## src/rtl/barrel_shift_arbiter_pkg.sv

```systemverilog
// barrel_shift_arbiter_pkg: shared widths, direction codes and FSM state type for the shift arbiter.
package barrel_shift_arbiter_pkg;
   localparam int DATA_W = 4;
   localparam int AMT_W = 2;
   localparam logic DIR_LEFT = 1'b0;
   localparam logic DIR_RIGHT = 1'b1;
   typedef enum logic {IDLE, FULL} state_t;
endpackage

```

## src/rtl/barrel_shift_arbiter_if.sv

```systemverilog
// barrel_shift_arbiter_if: two-requester request bus plus single result channel.
interface barrel_shift_arbiter_if;
   import barrel_shift_arbiter_pkg::*;
   logic [1:0] req_valid;
   logic [1:0] req_ready;
   logic [DATA_W-1:0] req_data0;
   logic [DATA_W-1:0] req_data1;
   logic [AMT_W-1:0] req_amt0;
   logic [AMT_W-1:0] req_amt1;
   logic req_dir0;
   logic req_dir1;
   logic out_valid;
   logic out_ready;
   logic [DATA_W-1:0] out_data;
   logic out_id;
   modport master (
      output req_valid, req_data0, req_data1, req_amt0, req_amt1, req_dir0, req_dir1, out_ready,
      input req_ready, out_valid, out_data, out_id
   );
   modport slave (
      input req_valid, req_data0, req_data1, req_amt0, req_amt1, req_dir0, req_dir1, out_ready,
      output req_ready, out_valid, out_data, out_id
   );
endinterface

```

## src/rtl/barrel_shifter.sv

```systemverilog
// barrel_shifter: combinational zero-filling logical shift, left or right.
module barrel_shifter
   import barrel_shift_arbiter_pkg::*;
(
   input  logic [DATA_W-1:0] data_in,
   input  logic [AMT_W-1:0]  shift_amt,
   input  logic              direction,
   output logic [DATA_W-1:0] data_out
);
   assign data_out = (direction == DIR_RIGHT) ? data_in >> shift_amt : data_in << shift_amt;
endmodule

```

## src/rtl/barrel_shift_arbiter.sv

```systemverilog
// barrel_shift_arbiter: round-robin arbitration of two shift requests into a one-entry result register.
module barrel_shift_arbiter
   import barrel_shift_arbiter_pkg::*;
(
   input logic clk,
   input logic rst,
   barrel_shift_arbiter_if.slave bus
);
   state_t state, next_state;
   logic last, g, slot_free, accept, sel_dir;
   logic [DATA_W-1:0] sel_data, shifted;
   logic [AMT_W-1:0] sel_amt;

   always_ff @(posedge clk or posedge rst) begin
      if (rst) state <= IDLE;
      else state <= next_state;
   end

   always_comb begin
      next_state = accept ? FULL : (state == FULL && !bus.out_ready) ? FULL : IDLE;
   end

   // Under contention the requester not served last wins; otherwise whichever is valid.
   always_comb begin
      slot_free = (state == IDLE) || bus.out_ready;
      g = (&bus.req_valid) ? ~last : bus.req_valid[1];
      bus.req_ready = (slot_free && !rst && bus.req_valid[g]) ? (g ? 2'b10 : 2'b01) : 2'b00;
      bus.out_valid = (state == FULL);
      accept = |(bus.req_valid & bus.req_ready);
      sel_data = g ? bus.req_data1 : bus.req_data0;
      sel_amt = g ? bus.req_amt1 : bus.req_amt0;
      sel_dir = g ? bus.req_dir1 : bus.req_dir0;
   end

   barrel_shifter u_shifter (
      .data_in(sel_data),
      .shift_amt(sel_amt),
      .direction(sel_dir),
      .data_out(shifted)
   );

   // Pointer resets to 1 so requester 0 wins the first contended slot.
   always_ff @(posedge clk or posedge rst) begin
      if (rst) begin
         bus.out_data <= '0;
         bus.out_id <= 1'b0;
         last <= 1'b1;
      end else if (accept) begin
         bus.out_data <= shifted;
         bus.out_id <= g;
         last <= g;
      end
   end
endmodule

```

## src/flat_wrapper.sv

```systemverilog
// flat-port wrapper written by rule: the top's interface ports become plain ports
module barrel_shift_arbiter_flat import barrel_shift_arbiter_pkg::*;
  (clk, rst, bus_req_valid, bus_req_data0, bus_req_data1, bus_req_amt0, bus_req_amt1, bus_req_dir0, bus_req_dir1, bus_out_ready, bus_req_ready, bus_out_valid, bus_out_data, bus_out_id);
  barrel_shift_arbiter_if bus_i ();
  input logic clk;
  input logic rst;
  input wire logic [$bits(bus_i.req_valid)-1:0] bus_req_valid;
  input wire logic [$bits(bus_i.req_data0)-1:0] bus_req_data0;
  input wire logic [$bits(bus_i.req_data1)-1:0] bus_req_data1;
  input wire logic [$bits(bus_i.req_amt0)-1:0] bus_req_amt0;
  input wire logic [$bits(bus_i.req_amt1)-1:0] bus_req_amt1;
  input wire logic [$bits(bus_i.req_dir0)-1:0] bus_req_dir0;
  input wire logic [$bits(bus_i.req_dir1)-1:0] bus_req_dir1;
  input wire logic [$bits(bus_i.out_ready)-1:0] bus_out_ready;
  output wire logic [$bits(bus_i.req_ready)-1:0] bus_req_ready;
  output wire logic [$bits(bus_i.out_valid)-1:0] bus_out_valid;
  output wire logic [$bits(bus_i.out_data)-1:0] bus_out_data;
  output wire logic [$bits(bus_i.out_id)-1:0] bus_out_id;
  assign bus_i.req_valid = bus_req_valid;
  assign bus_i.req_data0 = bus_req_data0;
  assign bus_i.req_data1 = bus_req_data1;
  assign bus_i.req_amt0 = bus_req_amt0;
  assign bus_i.req_amt1 = bus_req_amt1;
  assign bus_i.req_dir0 = bus_req_dir0;
  assign bus_i.req_dir1 = bus_req_dir1;
  assign bus_i.out_ready = bus_out_ready;
  assign bus_req_ready = bus_i.req_ready;
  assign bus_out_valid = bus_i.out_valid;
  assign bus_out_data = bus_i.out_data;
  assign bus_out_id = bus_i.out_id;
  barrel_shift_arbiter u_core (.clk(clk), .rst(rst), .bus(bus_i));
endmodule
```

## config.mk

```make
export PLATFORM = sky130hd
export DESIGN_NAME = barrel_shift_arbiter_flat
export DESIGN_NICKNAME = d
export VERILOG_FILES = /design/src/rtl/barrel_shift_arbiter_pkg.sv /design/src/rtl/barrel_shift_arbiter_if.sv /design/src/rtl/barrel_shifter.sv /design/src/rtl/barrel_shift_arbiter.sv /design/src/flat_wrapper.sv
export SDC_FILE = /design/constraint.sdc
export NUM_CORES = 1
export LEC_CHECK = 0
export ABC_AREA = 1
export CAP_MARGIN = 20
export CORE_MARGIN = 4
export CORE_UTILIZATION = 44
export CTS_CLUSTER_SIZE = 10
export DETAILED_ROUTE_END_ITERATION = 6
export PLACE_DENSITY = 0.83
export SLEW_MARGIN = 10
export SYNTH_ARGS = -nofsm -noshare
export SYNTH_HDL_FRONTEND = slang
export SYNTH_SLANG_ARGS = --single-unit
export TNS_END_PERCENT = 1
```

## constraint.sdc

```tcl
create_clock -name clk -period 2.4 [get_ports clk]
set_input_delay 0.48 -clock clk [delete_from_list [all_inputs] [get_ports clk]]
set_output_delay 0.48 -clock clk [all_outputs]
set_load 0.02 [all_outputs]
```

# --- Word level (Yosys, flattened, before mapping) ---
# Cells that the tools add are included.
# Widths: inputs -> output; s select.
classes:
  order_cmp: 1
  shifts: 2
  mux: 11
  bitwise_logic: 3
  reduce_logical: 8
ops:
  columns: ["operator", "n"]
  rows:
  - ["$mux 4", 2]
  - ["$mux 1", 6]
  - ["$mux 2", 3]
  - ["$shl 4x2->4", 1]
  - ["$shr 4x2->4", 1]
  - ["$logic_and 1x1->1", 3]
  - ["$and 2x2->2", 1]
  - ["$logic_not 1->1", 2]
  - ["$lt 1x2->1 const B", 1]
  - ["$not 1->1", 2]
  - ["$reduce_and 2->1", 1]
  - ["$reduce_or 2->1", 1]
  - ["$logic_or 1x1->1", 1]
word_totals:
  regBits: 7
  in_bits: 19
  out_inout_bits: 8

# --- Depth between registers and ports, before layout ---
# Gate-level depths: netlist (run 1).
depth:
  ltp_word: 9
  mapped_depth: 10
  ltp_nobuf: 10

# --- Hierarchy ---
# From an unflattened synthesis (run 1), not the netlist that was laid out.
hier_totals:
  hier_cells: 91
  hier_area_um2: 564.3
by_module_without_submodules:
  columns: ["module", "instances", "cells_each", "area_per_inst_um2", "seq_area_each_um2"]
  rows:
  - ["barrel_shift_arbiter", 1, 59, 421.7, 176.4]
  - ["barrel_shifter", 1, 32, 142.6, 0.0]

# --- Worst setup path before layout (run 1) ---
# No wires, ideal clock.
synth_timing:
  kind: "input -> output"
  startpoint: "in rst"
  endpoint: "out bus_req_ready[0]"
  t_arrival_ns: 1.434
  required_ns: 1.920
  path_slack_ns: 0.486
  cell_stages: 5
  path_cell_list: "inv_1 > o21ai_1 > nor2_2 > inv_1 > a21oi_1"
synth_between:
  elab_chain_cells: 4
synth_lines:
  columns: ["element", "line_no", "rtl"]
  rows:
  - ["start, declared", "flat_wrapper.sv:6", "input logic rst;"]
  - ["$logic_not 1->1", "barrel_shift_arbiter.sv:27", "bus.req_ready = (slot_free && !rst && bus.req_valid[g]) ? (g ? 2'b10 : 2'b01) : 2'b00;"]
  - ["$logic_and 1x1->1 (2 in a row)", "barrel_shift_arbiter.sv:27", null]
  - ["$mux 2", "barrel_shift_arbiter.sv:27", null]
  - ["end, declared", "flat_wrapper.sv:15", "output wire logic [$bits(bus_i.req_ready)-1:0] bus_req_ready;"]
# Every way passes these cells.

# --- Final worst setup path (run 1) ---
layout_timing:
  startpoint: "in bus_out_ready"
  endpoint: "out bus_req_ready[0]"
layout_between:
  elab_chain_cells: 4
layout_lines:
  columns: ["element", "line_no", "rtl"]
  rows:
  - ["start, declared", "flat_wrapper.sv:14", "input wire logic [$bits(bus_i.out_ready)-1:0] bus_out_ready;"]
  - ["$logic_or 1x1->1", "barrel_shift_arbiter.sv:25", "slot_free = (state == IDLE) || bus.out_ready;"]
  - ["$logic_and 1x1->1 (2 in a row)", "barrel_shift_arbiter.sv:27", null]
  - ["$mux 2", "barrel_shift_arbiter.sv:27", null]
# Every way passes these cells.

==> impl_metrics.yaml, run 1 <==
outcome:
  status: "finished, final reports clean"
timing:
  setup_violations: 0
  max_slew_margin_pct: 83.9
  timing.fmax_mhz: 456
  rsz0062_at_grt: "no"
  period_needed_ns: 2.19
  tightestPinTransition_ns: 0.240
  hold_viol_final: 0
  fin_crit_sh_pct: 91.4
  drv_slew: 0
  setup_tns_ns: 0
  fin_skew_ns: 0.00247
die:
  ioPinCount: 27
  start_util_pct: 47.4
  placementRows: 13
  fp.dieH_um: 45.7
  die_area_um2: 2090
  fp.dieW_um: 45.7
  coreArea_um2: 1320
logic_synthesis:
  syn_nets: 121
  synth-seq-cells: 7
  yosys_most_used_dff: "dfrtp_1"
  synth_compound_area_share_pct: 5.61
  synth_area_per_cell_um2: 6.12
  synth_top_family_by_area: "simple AND/OR/NAND/NOR gates"
  synth_common_cells: "42 x nand2_1, 12 x nand3_1, 10 x inv_1, 8 x nor2_1"
  yosysSeqAreaShare_pct: 28.3
  synth_area_leaders: "nand2_1 25%, dfrtp_1 24%, nand3_1 9.6%"
  synth_simple_gate_area_share_pct: 55.9
  synth.most_common_cell: "nand2_1"
  synth_xor_area_share_pct: 0
  synth.distinct_cells: 17
  yosysTopAreaCell: "nand2_1"
  synth_top_area_share_pct: 25.3
  synth_edf_count: 0
  synth_mux_area_share_pct: 0
  netlist_instances: 102
  async_flop_share_pct: 100
  yosysWarnings: 0
  netlist_area_um2: 624
  synthAdderAreaFrac_pct: 0
worst_setup_path:
  slowest_delay_ns: 0.48
  reg2reg_to: "u_core.bus.out_data[1]"
  worstPathCellList: "clkdlybuf4s50_1 -> o21ai_1 -> nor2_2 -> inv_1 -> a21oi_1 -> dlygate4sd2_1"
  r2r_start: "u_core.last"
  crit_type: "input port to primary output"
  worst_ep_arrival_time_ns: 1.71
  cp.required_ns: 1.92
  endpoint_kind: "primary output"
  cp-start-kind: "input port"
  reg2reg_slack_ns: 0.90
  startpoint: "bus_out_ready"
  r2r_cells: 11
  worstSetupEndpoint: "bus_req_ready[0]"
  cp_slowest_cell: "clkdlybuf4s50_1"
  cp_max_fo: 2
detailed_routing:
  vias_per_cell: 4.94
  first_pass_iters: 4
  routed_wl_um: 1650
  vias: 751
  ant_nets: 0
  drc_errors: 0
  drt_iter0_markers: 9
  wl_per_cell_um: 10.8
clock_tree:
  cts.path.max_buffers: 2
  cts_tree: "built"
  path_clk_slew_ns: 0.05
  post_cts_buffers: 0
  htree_num_levels: 1
  cts_made_buffers: 3
  cts-root-buf: "clkbuf_4"
  cts_resized: 2
  cts.sinks: 7
  clk_latency_ns: 0.25
  cts_hold_buf: 0
grt:
  grt_max_degree: 10
  grtUsageMet1_pct: 20.2
  overflow: 0
  antenna_found_initial: 0
  grt_pass1_vias: 728
  use_met2_pct: 35.1
  grtUsageTotal_pct: 19.8
  busiest_layer: "met2"
  grt_pass1_wl_um: 2930
  use_met3_pct: 3.95
layout:
  diodes: 0
  nets: 157
  drive_gt1_share_pct: 16.8
  area_delta_synth_final_pct: 53.3
  num-fill-cells: 111
place:
  place.gp.congestion: 0.763
  dp_hpwl_um: 1370
  portBuffers: 26
power:
  p_per_area_nw_per_um2: 534
  ir_worst_vdd_mv: 0.415
  power.total_uw: 511
  power.leakage_nw: 0.514
hold_path:
  hp-class: "flip-flop to flip-flop"
run:
  cap_violations: 0
worst min path at each step:
stage                                 from                      to  slack, ns  cells past startpoint
floorplan                              rst  u_core.bus.out_data[0]       0.29                      1
global placement         u_core.bus.out_id       u_core.bus.out_id       0.46                      2
detailed placement  u_core.bus.out_data[3]  u_core.bus.out_data[3]       0.46                      2
CTS                            u_core.last             u_core.last       0.47                      2
global route                   u_core.last             u_core.last       0.49                      2
finish                         u_core.last             u_core.last       0.47                      2
cells in the final DEF, fill, tap and decap left out:
cell	n
nand2_1	42
clkdlybuf4s50_1	24
nand3_1	12
inv_1	10
nor2_1	8
buf_4	7
nand2_2	6
dfrtp_1	6
a21oi_1	3
clkbuf_4	3
nand3b_1	2
o21ai_1	2
or2_2	2
o21ai_0	2
dlygate4sd2_1	2
nand3b_4	1
nand3_2	1
inv_2	1
nor2_2	1
clkbuf_1	1
dfstp_2	1
power by group:
| group | total, mW | internal [mW] | switching [mW] |
|---|---|---|---|
| logic | 0.247 | 0.117 | 0.130 |
| clock network | 0.108 | 0.0635 | 0.0440 |
| registers | 0.157 | 0.144 | 0.0126 |
kinds of logic (layout without fill, tap and decap cells):
| logic type | Yosys count | in the layout |
|---|---|---|
| buf+inv | 13 | 48 |
| compound gates | 7 | 7 |
| simple gates | 75 | 75 |
| flops | 7 | 7 |
sequential cells by signal, summed over array words and instances (netlist names):
| signal | count |
|---|---|
| u_core.last | 1 |
| u_core.bus.out_valid | 1 |
| u_core.bus.out_data | 4 |
| u_core.bus.out_id | 1 |
critical path, delay by kind of cell:
kind	cells	cell delay [ns]
simple gates	1	0.12
compound gates	2	0.23
buf+inv	3	0.88
cell type report:
cell class	instances	area (um^2)	area share (%)
Inverter	11	41.3	4.31
Tap cell	15	18.8	1.96
Clock buffer	4	26.3	2.75
Timing Repair Buffer	33	310	32.4
Multi-Input combinational cell	82	384	40.1
Sequential cell	7	176	18.4
through the flow:
step,util (%),hold WS [ns],setup slack (ns),area [um^2],cells
after floorplan,-,0.289,0.486,624,102
after global routing,72.6,0.485,0.0987,957,152
after CTS,72.6,0.474,0.195,957,152
final,72.6,0.473,0.207,957,152
after global placement,70.8,0.460,-0.00795,933,148
after detailed placement,70.8,0.464,-0.0751,933,148
layer usage:
layer	wire, um	vias to the layer above
met1	652	337
met2	838	21
li1	-	386
met4	53	0
met3	102	7
met5	0	-
Note: power is estimated with default switching activity, not from simulation.
==> run 2, diff against run 1 <==
- CORE_UTILIZATION: 44 -> 42
- HOLD_SLACK_MARGIN: unset -> 0.05
- PLACE_DENSITY: 0.83 -> 0.82
- SYNTH_HIERARCHICAL: unset -> 1
- TNS_END_PERCENT: 1 -> 30
==> run 2 against run 1 <==
Die area down 4.4%. Clock power down 4%. Flip-flop and latch count stayed put. First-iteration DRC count increased by 33%. Count of clock-buffer cells in the layout unchanged. Combinational power shrank 7%. Largest cell class unchanged. Utilization increased by 4.2 points.
==> impl_metrics.yaml, run 2 <==
logic_synthesis:
  netlist_area_um2: 564
  syn_nets: 110
  synth_common_cells: "34 x nand2_1, 14 x nand3_1, 12 x inv_1, 8 x o21ai_0, 6 x dfrtp_1"
  netlist_instances: 91
  yosysWarnings: 6
  synth_area_per_cell_um2: 6.20
  synth_edf_count: 0
  synth.distinct_cells: 16
  yosys_most_used_dff: "dfrtp_1"
  yosysTopAreaCell: "dfrtp_1"
  synth.most_common_cell: "nand2_1"
  synth_area_leaders: "dfrtp_1 27%, nand2_1 23%, nand3_1 12%"
  yosysSeqAreaShare_pct: 31.3
  async_flop_share_pct: 100
  synth_top_area_share_pct: 26.6
  synth-seq-cells: 7
timing:
  max_slew_margin_pct: 59.8
  fin_skew_ns: 0.00453
  hold_ws_ns: 0.474
  setup_violations: 0
  rsz0062_at_grt: "no"
  tightestPinTransition_ns: 0.597
  fin_crit_sh_pct: 97.0
  hold_viol_final: 0
  timing.fmax_mhz: 430
  setup_tns_ns: 0
  period_needed_ns: 2.33
  drv_slew: 0
run:
  cap_violations: 0
detailed_routing:
  wl_per_cell_um: 9.70
  vias_per_cell: 4.91
  routed_wl_um: 1370
  drt_iter0_markers: 12
  drc_errors: 0
  first_pass_iters: 4
  vias: 693
  ant_nets: 0
grt:
  grtUsageTotal_pct: 16.0
  overflow: 0
  grt_max_degree: 15
  grt_pass1_wl_um: 2440
  antenna_found_initial: 0
  grt_pass1_vias: 639
die:
  placementRows: 12
  fp.dieW_um: 44.7
  coreArea_um2: 1190
  die_area_um2: 1990
  start_util_pct: 47.6
  ioPinCount: 27
  fp.dieH_um: 44.7
worst_setup_path:
  cp.required_ns: 1.92
  worst_ep_arrival_time_ns: 1.85
  crit_type: "input port to primary output"
  reg2reg_slack_ns: 0.55
  startpoint: "bus_out_ready"
  cp_max_fo: 3
  cp-start-kind: "input port"
  endpoint_kind: "primary output"
  r2r_start: "u_core/last"
clock_tree:
  path_clk_slew_ns: 0.05
  post_cts_buffers: 0
  htree_num_levels: 1
  cts.sinks: 7
  cts-root-buf: "clkbuf_4"
  cts_hold_buf: 0
  cts_tree: "built"
  clk_latency_ns: 0.25
  cts.path.max_buffers: 2
  cts_made_buffers: 3
layout:
  seqCellArea_um2: 176
  mostFrequentLayoutCell: "nand2_1"
  drive_gt1_share_pct: 12.6
  largest_reg_flops: 4
  diodes: 0
  num-fill-cells: 105
  multi_input_area_um2: 320
  area_delta_synth_final_pct: 61.6
  nets: 147
  regMostFlops: "u_core/bus.out_data"
  mostFrequentLayoutCells: "34 x nand2_1, 25 x clkdlybuf4s50_1, 14 x nand3_1, 12 x inv_1, 8 x o21ai_0"
power:
  ir_worst_vdd_mv: 0.242
  p_per_area_nw_per_um2: 540
  power.total_uw: 492
  power.leakage_nw: 0.492
place:
  portBuffers: 26
  place.gp.congestion: 0.855
  dp_hpwl_um: 1150
outcome:
  status: "finished, final reports clean"
hold_path:
  hp-class: "flip-flop to flip-flop"
  hp-start: "u_core/bus.out_data[2]"
[run 2: changes by cell type after synthesis, sizes merged, moves of 2 or more]
| cell | delta |
|---|---|
| a21oi | -2 |
| inv | +3 |
| nand2 | -13 |
| nand3 | +2 |
| nand3b | -3 |
| nand4 | +4 |
| nor2 | -6 |
| o21ai | +4 |
[run 2: metal layers]
layer  wire length, um  vias up  share of wire [%]  track usage [%]
met5                 0        -                  0                0
met4                 4        0               0.29             4.82
met3               104        4                7.6             4.07
met2               718       30                 52             33.0
met1               539      296                 39             14.6
li1                  -      363                  -                -
[run 2: power breakdown]
group          internal (mW)  switching (mW)
clock network         0.0633          0.0411
registers              0.144          0.0144
logic                  0.111           0.118
total                  0.318           0.174
[run 2: what timing repair did]
item                                   CTS  global route
resized for setup                        0             1
setup endpoints to repair                0             1
endpoints found under the hold margin    0             0
[run 2: final timing paths]
| check | endpoint | depth (start not counted) |
|---|---|---|
| worst max-delay path | bus_req_ready[0] | 6 |
| worst min-delay path | u_core/bus.out_data[2] | 2 |
| worst max register to register | u_core/bus.out_data[0] | 12 |
| worst min register to register | u_core/bus.out_data[2] | 2 |
| max in group asynchronous | u_core/last | 3 |
| min in group asynchronous | u_core/bus.out_data[3] | 3 |
[run 2: kinds of logic after synthesis]
family,after synthesis,share of synthesized area [%]
simple gates,58,45.5
buf+inv,16,12.0
compound gates,10,11.3
flops,7,31.3
[run 2: critical path, stage by stage]
cell,delay (ns)
clkdlybuf4s50_1,0.46
inv_1,0.04
nand2_1,0.10
nand2_1,0.06
nor2_1,0.10
clkdlybuf4s50_1,0.61
[run 2: per-stage QoR]
step,instances,instance area (um^2),worst slack (ns),util [%]
5_1_grt,141,912,0.00449,76.9
6_report,141,912,0.0719,76.9
3_5_place_dp,137,883,0.0208,74.5
3_3_place_gp,137,883,0.0563,74.5
4_1_cts,141,910,0.0275,76.7
2_1_floorplan,91,564,0.520,-
[run 2: layout make-up]
type,count,share of cell area [%]
multi-input combinational,68,35.1
timing repair buffer,33,34.6
sequential,7,19.3
inverter,15,6.17
clock buffer,4,2.88
tap,14,1.92
==> run 3, diff against run 2 <==
- CORE_MARGIN: 4 -> 1
- CORE_UTILIZATION: 42 -> 44
- PLACE_DENSITY: 0.82 -> 0.83
- SYNTH_HIERARCHICAL: 1 -> unset
==> run 3 against run 2 <==
Sequential share of layout area down 0.98 points. Cell count up 7.8%. Worst hold slack worse by 0.0031 ns. Fmax is 5.8% higher. Flip-flop and latch count is the same.
==> impl_metrics.yaml, run 3 (synthesis results as in run 1) <==
clock_tree:
  cts.sinks: 7
  cts_tree: "built"
  path_clk_slew_ns: 0.05
  cts_made_buffers: 3
  htree_num_levels: 1
  cts_hold_buf: 0
  post_cts_buffers: 0
  cts.path.max_buffers: 2
  cts-root-buf: "clkbuf_4"
  clk_latency_ns: 0.25
power:
  power.total_uw: 507
  p_per_area_nw_per_um2: 527
  ir_worst_vdd_mv: 0.376
  power.leakage_nw: 0.526
detailed_routing:
  drt_iter0_markers: 13
  ant_nets: 0
  wl_per_cell_um: 10.1
  first_pass_iters: 4
  routed_wl_um: 1530
  vias_per_cell: 4.81
  drc_errors: 0
  vias: 731
grt:
  grt_max_degree: 10
  grtUsageTotal_pct: 22.8
  grt_pass1_wl_um: 2380
  grt_pass1_vias: 613
  antenna_found_initial: 0
  overflow: 0
  use_met3_pct: 2.84
  use_met2_pct: 41.8
  busiest_layer: "met2"
  grtUsageMet1_pct: 25.5
die:
  start_util_pct: 47.4
  coreArea_um2: 1320
  fp.dieW_um: 39.7
  ioPinCount: 27
  placementRows: 13
  fp.dieH_um: 39.7
  die_area_um2: 1570
layout:
  fin_cells: 152
  final_area_um2: 961
  mostFrequentLayoutCell: "nand2_1"
  mostFrequentLayoutCells: "42 x nand2_1, 24 x clkdlybuf4s50_1, 12 x nand3_1, 10 x inv_1, 8 x nor2_1"
  drive_gt1_share_pct: 16.8
  num-fill-cells: 114
  nets: 157
  largest_reg_flops: 4
  final_util_pct: 72.9
  area_delta_synth_final_pct: 53.9
  regMostFlops: "u_core.bus.out_data"
  diodes: 0
place:
  place_area_um2: 933
  place.gp.congestion: 0.769
  portBuffers: 26
  placedCellCount: 148
  dp_hpwl_um: 1270
timing:
  timing.fmax_mhz: 454
  hold_ws_ns: 0.471
  hold_viol_final: 0
  max_slew_margin_pct: 84.0
  drv_slew: 0
  period_needed_ns: 2.20
  setup_violations: 0
  fin_crit_sh_pct: 91.7
  rsz0062_at_grt: "no"
  fin_skew_ns: 0.00218
  tightestPinTransition_ns: 0.239
worst_setup_path:
  crit_type: "input port to primary output"
  cp.required_ns: 1.92
  cp_max_fo: 2
  endpoint_kind: "primary output"
  cp-start-kind: "input port"
  worst_ep_arrival_time_ns: 1.72
run:
  cap_violations: 0
outcome:
  status: "finished, final reports clean"
hold_path:
  hp-class: "flip-flop to flip-flop"
run 3: cell count changes in the layout (fill, tap and decap cells not counted), moves of 3 or more:
cell and change:
nand2_1 +8, o21ai_0 -6, nand2_2 +5, nor2_1 +5
nand4_1 -4, a21oi_1 +3
run 3: routing by layer:
metal  part of all wire (%)  vias to the layer above
li1                       -                      389
met1                     43                      319
met2                     50                       21
met3                    4.8                        2
met4                    1.4                        0
met5                      0                        -
run 3: power breakdown:
group | switching, mW | internal (mW) | total (mW)
clock network | 0.0405 | 0.0633 | 0.104
registers | 0.0123 | 0.144 | 0.156
logic | 0.129 | 0.118 | 0.247
total | 0.182 | 0.325 | 0.507
run 3: critical path: stages:
cell	delay, ns
clkdlybuf4s50_1	0.48
o21ai_1	0.11
nor2_2	0.11
inv_1	0.06
a21oi_1	0.11
dlygate4sd2_1	0.36
run 3: final cells by class:
type / count / area [um^2] / area share, %
well taps: 15 / 18.8 / 1.95
repair buffers: 33 / 314 / 32.7
flip-flops and latches: 7 / 176 / 18.4
multi-input cells: 82 / 384 / 40.0
clock buffers: 4 / 26.3 / 2.73
inverters: 11 / 41.3 / 4.30
run 3: repair_timing:
action,4_1_cts,5_1_grt
setup endpoints to repair,1,1
resized for setup,1,1
pin swaps,0,0
run 3: worst paths after layout:
check / startpoint / to / slack (ns) / cells past startpoint
setup / recovery: bus_out_ready / bus_req_ready[0] / 0.20 / 6
hold / removal: u_core.bus.out_id / u_core.bus.out_id / 0.47 / 2
setup reg to reg: u_core.last / u_core.bus.out_data[3] / 0.91 / 11
hold reg to reg: u_core.bus.out_id / u_core.bus.out_id / 0.47 / 2
max in group asynchronous: rst / u_core.last / 1.68 / 3
min in group asynchronous: rst / u_core.bus.out_data[0] / 0.52 / 3
run 3: through the flow:
stage	worst slack, ns	TNS (ns)
floorplan	0.486	0
finish	0.199	0
detailed placement	-0.0881	-0.0881
global placement	-0.00296	-0.00296
CTS	0.0124	0
global route	0.108	0
